`src/rtl/ring_osc_freq_meter_if.sv`:
```
// Signal bundle between a frequency-meter client and the ring-oscillator meter.
// The master drives the oscillator and control inputs and receives the measurement.
interface ring_osc_freq_meter_if #(
  parameter int CNT_W = 16
);
  logic             osc_in;
  logic             start;
  logic             cont;
  logic [3:0]       gate_sel;
  logic [CNT_W-1:0] result;
  logic             valid;
  logic             busy;
  logic             overflow;

  modport master (
    output osc_in, start, cont, gate_sel,
    input  result, valid, busy, overflow
  );

  modport slave (
    input  osc_in, start, cont, gate_sel,
    output result, valid, busy, overflow
  );
endinterface

```
`src/rtl/ring_osc_freq_meter.sv`:
```
// Counts synchronised rising edges of an asynchronous oscillator over a window of
// 2^gate_sel clk cycles and publishes the saturating count with a one-cycle strobe.
module ring_osc_freq_meter #(
  parameter int CNT_W       = 16,
  parameter int SYNC_STAGES = 2
) (
  input  logic                  clk,
  input  logic                  rst_n,
  ring_osc_freq_meter_if.slave  bus
);

  localparam logic [1:0] S_IDLE    = 2'd0;
  localparam logic [1:0] S_MEASURE = 2'd1;
  localparam logic [1:0] S_DONE    = 2'd2;

  logic [1:0]             state_q, state_d;
  logic [SYNC_STAGES-1:0] sync_q;
  logic                   prev_q;
  logic [CNT_W-1:0]       edge_cnt_q, edge_cnt_d;
  logic                   ovf_int_q, ovf_int_d;
  logic [15:0]            gate_cnt_q, gate_cnt_d;
  logic                   after_done_q, after_done_d;
  logic                   busy_q, busy_d;
  logic                   valid_q;
  logic                   overflow_q;
  logic [CNT_W-1:0]       result_q;
  logic                   rise_s;
  logic                   win_end_s;

  assign rise_s = sync_q[SYNC_STAGES-1] & ~prev_q;

  assign bus.result   = result_q;
  assign bus.valid    = valid_q;
  assign bus.busy     = busy_q;
  assign bus.overflow = overflow_q;

  // Next-state and counter update logic for the IDLE/MEASURE/DONE sequencer
  always_comb begin
    state_d      = state_q;
    edge_cnt_d   = edge_cnt_q;
    ovf_int_d    = ovf_int_q;
    gate_cnt_d   = gate_cnt_q;
    after_done_d = 1'b0;
    busy_d       = busy_q;
    win_end_s    = 1'b0;
    case (state_q)
      S_IDLE: begin
        // cont only restarts a chain that has already produced a DONE
        if (bus.start || (bus.cont && after_done_q)) begin
          state_d    = S_MEASURE;
          gate_cnt_d = (16'd1 << bus.gate_sel) - 16'd1;
          edge_cnt_d = '0;
          ovf_int_d  = 1'b0;
          busy_d     = 1'b1;
        end else begin
          state_d    = S_IDLE;
        end
      end
      S_MEASURE: begin
        if (rise_s) begin
          if (edge_cnt_q == {CNT_W{1'b1}}) begin
            ovf_int_d  = 1'b1;
          end else begin
            edge_cnt_d = edge_cnt_q + CNT_W'(1);
          end
        end else begin
          edge_cnt_d = edge_cnt_q;
        end
        if (gate_cnt_q == 16'd0) begin
          state_d    = S_DONE;
          win_end_s  = 1'b1;
        end else begin
          gate_cnt_d = gate_cnt_q - 16'd1;
        end
      end
      S_DONE: begin
        state_d      = S_IDLE;
        after_done_d = 1'b1;
        busy_d       = 1'b0;
      end
      default: begin
        state_d = S_IDLE;
        busy_d  = 1'b0;
      end
    endcase
  end

  // Synchroniser chain and edge-detect history
  always_ff @(posedge clk or negedge rst_n) begin
    if (!rst_n) begin
      sync_q <= '0;
      prev_q <= 1'b0;
    end else begin
      sync_q <= {sync_q[SYNC_STAGES-2:0], bus.osc_in};
      prev_q <= sync_q[SYNC_STAGES-1];
    end
  end

  // Sequencer state and counters
  always_ff @(posedge clk or negedge rst_n) begin
    if (!rst_n) begin
      state_q      <= S_IDLE;
      edge_cnt_q   <= '0;
      ovf_int_q    <= 1'b0;
      gate_cnt_q   <= 16'd0;
      after_done_q <= 1'b0;
      busy_q       <= 1'b0;
    end else begin
      state_q      <= state_d;
      edge_cnt_q   <= edge_cnt_d;
      ovf_int_q    <= ovf_int_d;
      gate_cnt_q   <= gate_cnt_d;
      after_done_q <= after_done_d;
      busy_q       <= busy_d;
    end
  end

  // Result registers load on the last window cycle so they are visible with valid in DONE
  always_ff @(posedge clk or negedge rst_n) begin
    if (!rst_n) begin
      result_q   <= '0;
      overflow_q <= 1'b0;
      valid_q    <= 1'b0;
    end else begin
      valid_q <= win_end_s;
      if (win_end_s) begin
        result_q   <= edge_cnt_d;
        overflow_q <= ovf_int_d;
      end else begin
        result_q   <= result_q;
        overflow_q <= overflow_q;
      end
    end
  end

endmodule

```
`src/flat_wrapper.sv`:
```
// flat-port wrapper written by rule: the top's interface ports become plain ports
module ring_osc_freq_meter_flat 
#(
  parameter int CNT_W       = 16,
  parameter int SYNC_STAGES = 2
)
  (clk, rst_n, bus_osc_in, bus_start, bus_cont, bus_gate_sel, bus_result, bus_valid, bus_busy, bus_overflow);
  ring_osc_freq_meter_if #(.CNT_W(CNT_W)) bus_i ();
  input  logic clk;
  input  logic rst_n;
  input wire logic [$bits(bus_i.osc_in)-1:0] bus_osc_in;
  input wire logic [$bits(bus_i.start)-1:0] bus_start;
  input wire logic [$bits(bus_i.cont)-1:0] bus_cont;
  input wire logic [$bits(bus_i.gate_sel)-1:0] bus_gate_sel;
  output wire logic [$bits(bus_i.result)-1:0] bus_result;
  output wire logic [$bits(bus_i.valid)-1:0] bus_valid;
  output wire logic [$bits(bus_i.busy)-1:0] bus_busy;
  output wire logic [$bits(bus_i.overflow)-1:0] bus_overflow;
  assign bus_i.osc_in = bus_osc_in;
  assign bus_i.start = bus_start;
  assign bus_i.cont = bus_cont;
  assign bus_i.gate_sel = bus_gate_sel;
  assign bus_result = bus_i.result;
  assign bus_valid = bus_i.valid;
  assign bus_busy = bus_i.busy;
  assign bus_overflow = bus_i.overflow;
  ring_osc_freq_meter #(.CNT_W(CNT_W), .SYNC_STAGES(SYNC_STAGES)) u_core (.clk(clk), .rst_n(rst_n), .bus(bus_i));
endmodule
```
`config.mk`:
```
export PLATFORM = sky130hd
export DESIGN_NAME = ring_osc_freq_meter_flat
export DESIGN_NICKNAME = d
export VERILOG_FILES = /design/src/rtl/ring_osc_freq_meter_if.sv /design/src/rtl/ring_osc_freq_meter.sv /design/src/flat_wrapper.sv
export SDC_FILE = /design/constraint.sdc
export NUM_CORES = 1
export LEC_CHECK = 0
export ABC_AREA = 1
export CAP_MARGIN = 20
export CORE_MARGIN = 5
export CORE_UTILIZATION = 43
export DETAILED_ROUTE_END_ITERATION = 8
export GPL_TIMING_DRIVEN = 0
export SLEW_MARGIN = 20
export SYNTH_ARGS = -nofsm -noshare
export SYNTH_HDL_FRONTEND = slang
export SYNTH_SLANG_ARGS = --single-unit
export TNS_END_PERCENT = 1
```
`constraint.sdc`:
```
create_clock -name clk -period 4.1 [get_ports clk]
set_input_delay 0.82 -clock clk [delete_from_list [all_inputs] [get_ports clk]]
set_output_delay 0.82 -clock clk [all_outputs]
set_load 0.01 [all_outputs]
```
==> Word level (Yosys, flattened, before mapping) <==
Cells that the tools add are included.
{ "classes": {"muxes": 19, "n_eq_ne": 6, "reduce_logical": 7, "n_bitwise": 3, "addsub": 3, "shift": 1} }
{ "op_table": {"columns": ["op", "n"], "rows": [
  ["$mux W16", 5],
  ["$pmux W16 S2", 2],
  ["$sub A16 B1 Y16 const B", 2],
  ["$add A16 B1 Y16 const B", 1],
  ["$eq A16 B16 Y1 const B", 1],
  ["$logic_not A16 Y1", 1],
  ["$shl A1 B4 Y16 const A", 1],
  ["$mux W1", 8],
  ["$ne A2 B1 Y1 const B", 2],
  ["$pmux W1 S2", 2],
  ["$pmux W2 S2", 1],
  ["$reduce_and A3 Y1", 1],
  ["$eq A2 B1 Y1 const B", 1],
  ["$eq A2 B2 Y1 const B", 1],
  ["$logic_not A2 Y1", 1],
  ["$mux W2", 1],
  ["$ne A2 B2 Y1 const B", 1],
  ["$not A1 Y1", 2],
  ["$reduce_and A2 Y1", 1],
  ["$reduce_bool A2 Y1", 1],
  ["$and A1 B1 Y1", 1],
  ["$logic_and A1 B1 Y1", 1],
  ["$logic_or A1 B1 Y1", 1]
]} }
{ "word_totals": {"word_cells": 50, "register_bits": 58} }

==> Logic depth before layout (Yosys ltp) <==
{ "depth": {"word_depth": 4, "mapped_depth": 15} }

==> Least setup slack after synthesis <==
Ideal clock, no wire load.
{ "synth_timing": {"path_kind": "in2reg", "startpoint": "in bus_gate_sel[1]", "endpoint": "reg u_core.gate_cnt_q[12]", "t_arrival_ns": 2.042, "cell_stages": 14, "n_path_buf": 0, "setup_time_ns": 0.116, "slack_ns": 1.941, "required_time_ns": 3.984, "path_cell_list": "inv_1 nand2_1 nor2_1 a21oi_1 ha_1 inv_1 nor2_1 nand2_1 nor2_4 nand2_1 nand2_1 nand2_1 nand2_1 nand2_1"} }
{ "synth_via": {"elab_chain_len": 4} }
{ "synth_rtl": {"columns": ["element", "line_no", "text"], "rows": [
  ["start: declaration", "flat_wrapper.sv:14", "input wire logic [$bits(bus_i.gate_sel)-1:0] bus_gate_sel;"],
  ["$shl A1 B4 Y16", "ring_osc_freq_meter.sv:51", "gate_cnt_d = (16'd1 << bus.gate_sel) - 16'd1;"],
  ["$sub A16 B1 Y16", "ring_osc_freq_meter.sv:51", null],
  ["$mux W16", "ring_osc_freq_meter.sv:49", "if (bus.start || (bus.cont && after_done_q)) begin"],
  ["$pmux W16 S2", "ring_osc_freq_meter.sv:46", "case (state_q)"],
  ["end signal: assignment", "ring_osc_freq_meter.sv:112", "gate_cnt_q <= gate_cnt_d;"],
  ["end: declaration", "ring_osc_freq_meter.sv:21", "logic [15:0] gate_cnt_q, gate_cnt_d;"]
]} }
Every way passes these cells. The select of a mux whose other input is x is not followed.
A chain may end at the register's enable or synchronous reset.

==> Final worst setup path <==
{ "layout_timing": {"startpoint": "in bus_gate_sel[2]", "endpoint": "reg u_core.gate_cnt_q[8]"} }
Same word-level chain as after synthesis.

==> impl_metrics.toml <==
[final_layout]
synthToLayoutAreaGrowth_pct = 17.2
fill_cells = 773
diodes = 0
multiInputGateArea_sq_mm = 0.00170
seqCellArea_sq_mm = 0.00145
fin_nets = 532
design_area_sq_mm = 0.00399
drive_gt1_frac = 0.0876

[clock_tree]
worst_skew_pair.late_latency_ns = 0.34
cts_resized = 0
cts.sinks = 58
cts_max_level = 3
cts_hold_buf = 0
postCtsSetupBuffers = 0
cts.clk_slew.worst_paths_ns = 0.06
cts.path.max_buffers = 2
cts_tree = "built"
cts_made_buffers = 9
clockRootBuffer = "clkbuf_8"

[routing]
post-route-drc-count = 0
detail_route.vias_per_cell = 5.03
drtIter0Drc = 144
drt-total-wl_microns = 8420
detail_route.first_pass.iterations = 4
vias = 3155
wire_per_inst_microns = 13.4
ant_nets = 0

[timing]
fin_crit_ns = 2.77
final_hold_viol_count = 0
timing.hold.ws_ns = 0.361
finalCritPeriodShare = 0.675
maxSlewViolCount = 0
layout_setup_ws_ns = 1.33
finalSetupViolCount = 0
fin_setup_tns_ns = 0
relSlewSlack = 0.632
clock_skew_ns = 0.0121
rsz0062_at_grt = "false"
timing.fmax_ghz = 0.361
tightest_slew_ns = 0.552

[hold_path]
hold_class = "flop to flop"
hold_depth = 0

[outcome]
status = "finished clean"

[die]
core.rowCount = 32
dieWidth_microns = 98.9
ios = 28
fp.dieH_microns = 98.9
die-area_sq_mm = 0.00979
initial_utilization = 0.440
core_area_sq_mm = 0.00773

[place]
preCtsSetupSlack_ns = 1.03
place_area_sq_mm = 0.00382
gp_congestion = 0.927
hpwl_microns = 6330
io_buffers = 27

[pwr]
p_comb_frac = 0.460
seqPwrFrac = 0.365
p_int_mw = 1.56
p_per_area_mw_per_mm2 = 672
power.leakage_nw = 1.92
p_clk_frac = 0.175
p_sw_frac = 0.417
switchingPower_mw = 1.12
ir_drop_mv = 0.304

[setup_path]
path_class = "primary input to flop"
cp-end-kind = "flop"
critPathMaxFanout = 5
reg2reg_depth = 12
cp-start-kind = "primary input"
cp.required_ns = 4.32
crit_arrival_ns = 2.99

[global_route]
grt_pass1_wl_microns = 14400
antenna_found_initial = 0
grt_max_degree = 34
grt_pass1_vias = 2997
overflow = 0
grt_usage = 0.184

[yosys]
ys_warn_count = 0
syn_inst = 482
ys_seq_elements = 58
yosysTopAreaCellShare = 0.427
synthDistinctLibCells = 35
synth_area_per_cell_sq_um = 7.06
yosysTopAreaCell = "dfrtp_1"
synth.cell_area_sq_mm = 0.00340
synth_top_cells_by_area = "dfrtp_1 (43%), nand2_1 (19%), nand3_1 (5.4%)"
syn-num-nets = 493
yosysSeqAreaShare = 0.427

[run]
cap_violations = 0
flip-flops by register name (all words and copies together), names as in the netlist, 2 cells and up:
register and cells:
u_core.bus.result 16, u_core.edge_cnt_q 16, u_core.gate_cnt_q 16, u_core.state_q 2, u_core.sync_q 2
critical path, cell delays in order:
cell             delay [ns]
clkdlybuf4s50_1        0.55
inv_1                  0.11
nand3_1                0.15
o22ai_2                0.13
inv_1                  0.11
ha_1                   0.27
inv_1                  0.07
nor2_1                 0.19
nand2_1                0.14
nor2_4                 0.20
nor2_1                 0.06
o21ai_1                0.14
nand2_1                0.06
routing by layer:
metal,vias to the layer above,GRT usage,routed length [microns]
li1,1616,-,-
met4,0,0.0725,176
met3,16,0.0382,373
met1,1446,0.228,3750
met5,-,0,0
met2,77,0.312,4120
power groups by stage:
stage	Sequential, mW	Clock [mW]	Combinational [mW]
floorplan	0.986	0	0.820
global placement	0.979	0	1.22
detailed placement	0.979	0	1.23
CTS	0.977	0.482	1.24
global route	1.01	0.510	1.40
finish	0.978	0.468	1.23
synth_stat cells, drive strengths merged:
cell,instances
clkbuf,4
nand2,178
nand4,5
clkinv,2
nor4,2
o211ai,2
dfrtp,58
nand3,38
xnor2,2
o22ai,2
nor3,7
ha,2
o21a,2
and2,1
a21oi,13
a21boi,1
buf,7
or2,1
nor2,59
o21bai,2
o21ai,36
xor2,7
inv,46
nand3b,5
kinds of logic after synthesis:
logic type                 after synthesis  synth area share
buffers and inverters                   59            0.0740
xor gates and xnor gates                 9            0.0232
and+or+nand+nor                        296             0.372
DFF                                     58             0.427
AOI/OAI and AO/OA                       58            0.0964
adders and majority gates                2           0.00736
cells in the final DEF, fill, tap and decap left out, drive strengths merged:
cell,instances
nand2,178
nor2,59
dfrtp,58
inv,46
nand3,38
o21ai,36
clkdlybuf4s50,26
clkbuf,16
a21oi,13
buf,9
nor3,7
xor2,7
nand3b,5
nand4,5
clkinv,5
xnor2,2
o21a,2
o211ai,2
nor4,2
o21bai,2
ha,2
o22ai,2
a21boi,1
or2,1
and2,1
layout make-up:
cell class,count,area share
Timing Repair Buffer,28,0.0722
Multi-Input combinational cell,365,0.426
Clock buffer,12,0.0389
Tap cell,102,0.0320
Inverter,48,0.0452
Buffer,11,0.0179
Clock inverter,3,0.00377
Sequential cell,58,0.364
worst paths after layout:
path	start	slack, ns	endpoint
max	bus_gate_sel[2]	1.33	u_core.gate_cnt_q[8]
min reg2reg	u_core.sync_q[0]	0.36	u_core.sync_q[1]
max reg2reg	u_core.state_q[0]	1.77	u_core.gate_cnt_q[8]
min in group asynchronous	rst_n	0.38	u_core.bus.result[10]
min	u_core.sync_q[0]	0.36	u_core.sync_q[1]
max in group asynchronous	rst_n	3.23	u_core.gate_cnt_q[9]
through the flow:
stage          power (mW)  cells  utilization
5_1_grt              2.92    627        0.516
4_1_cts              2.70    627        0.516
6_report             2.68    627        0.516
3_5_place_dp         2.21    612        0.494
3_3_place_gp         2.20    611        0.492
2_1_floorplan        1.81    482            -
Power figures use the tool's default switching activity.
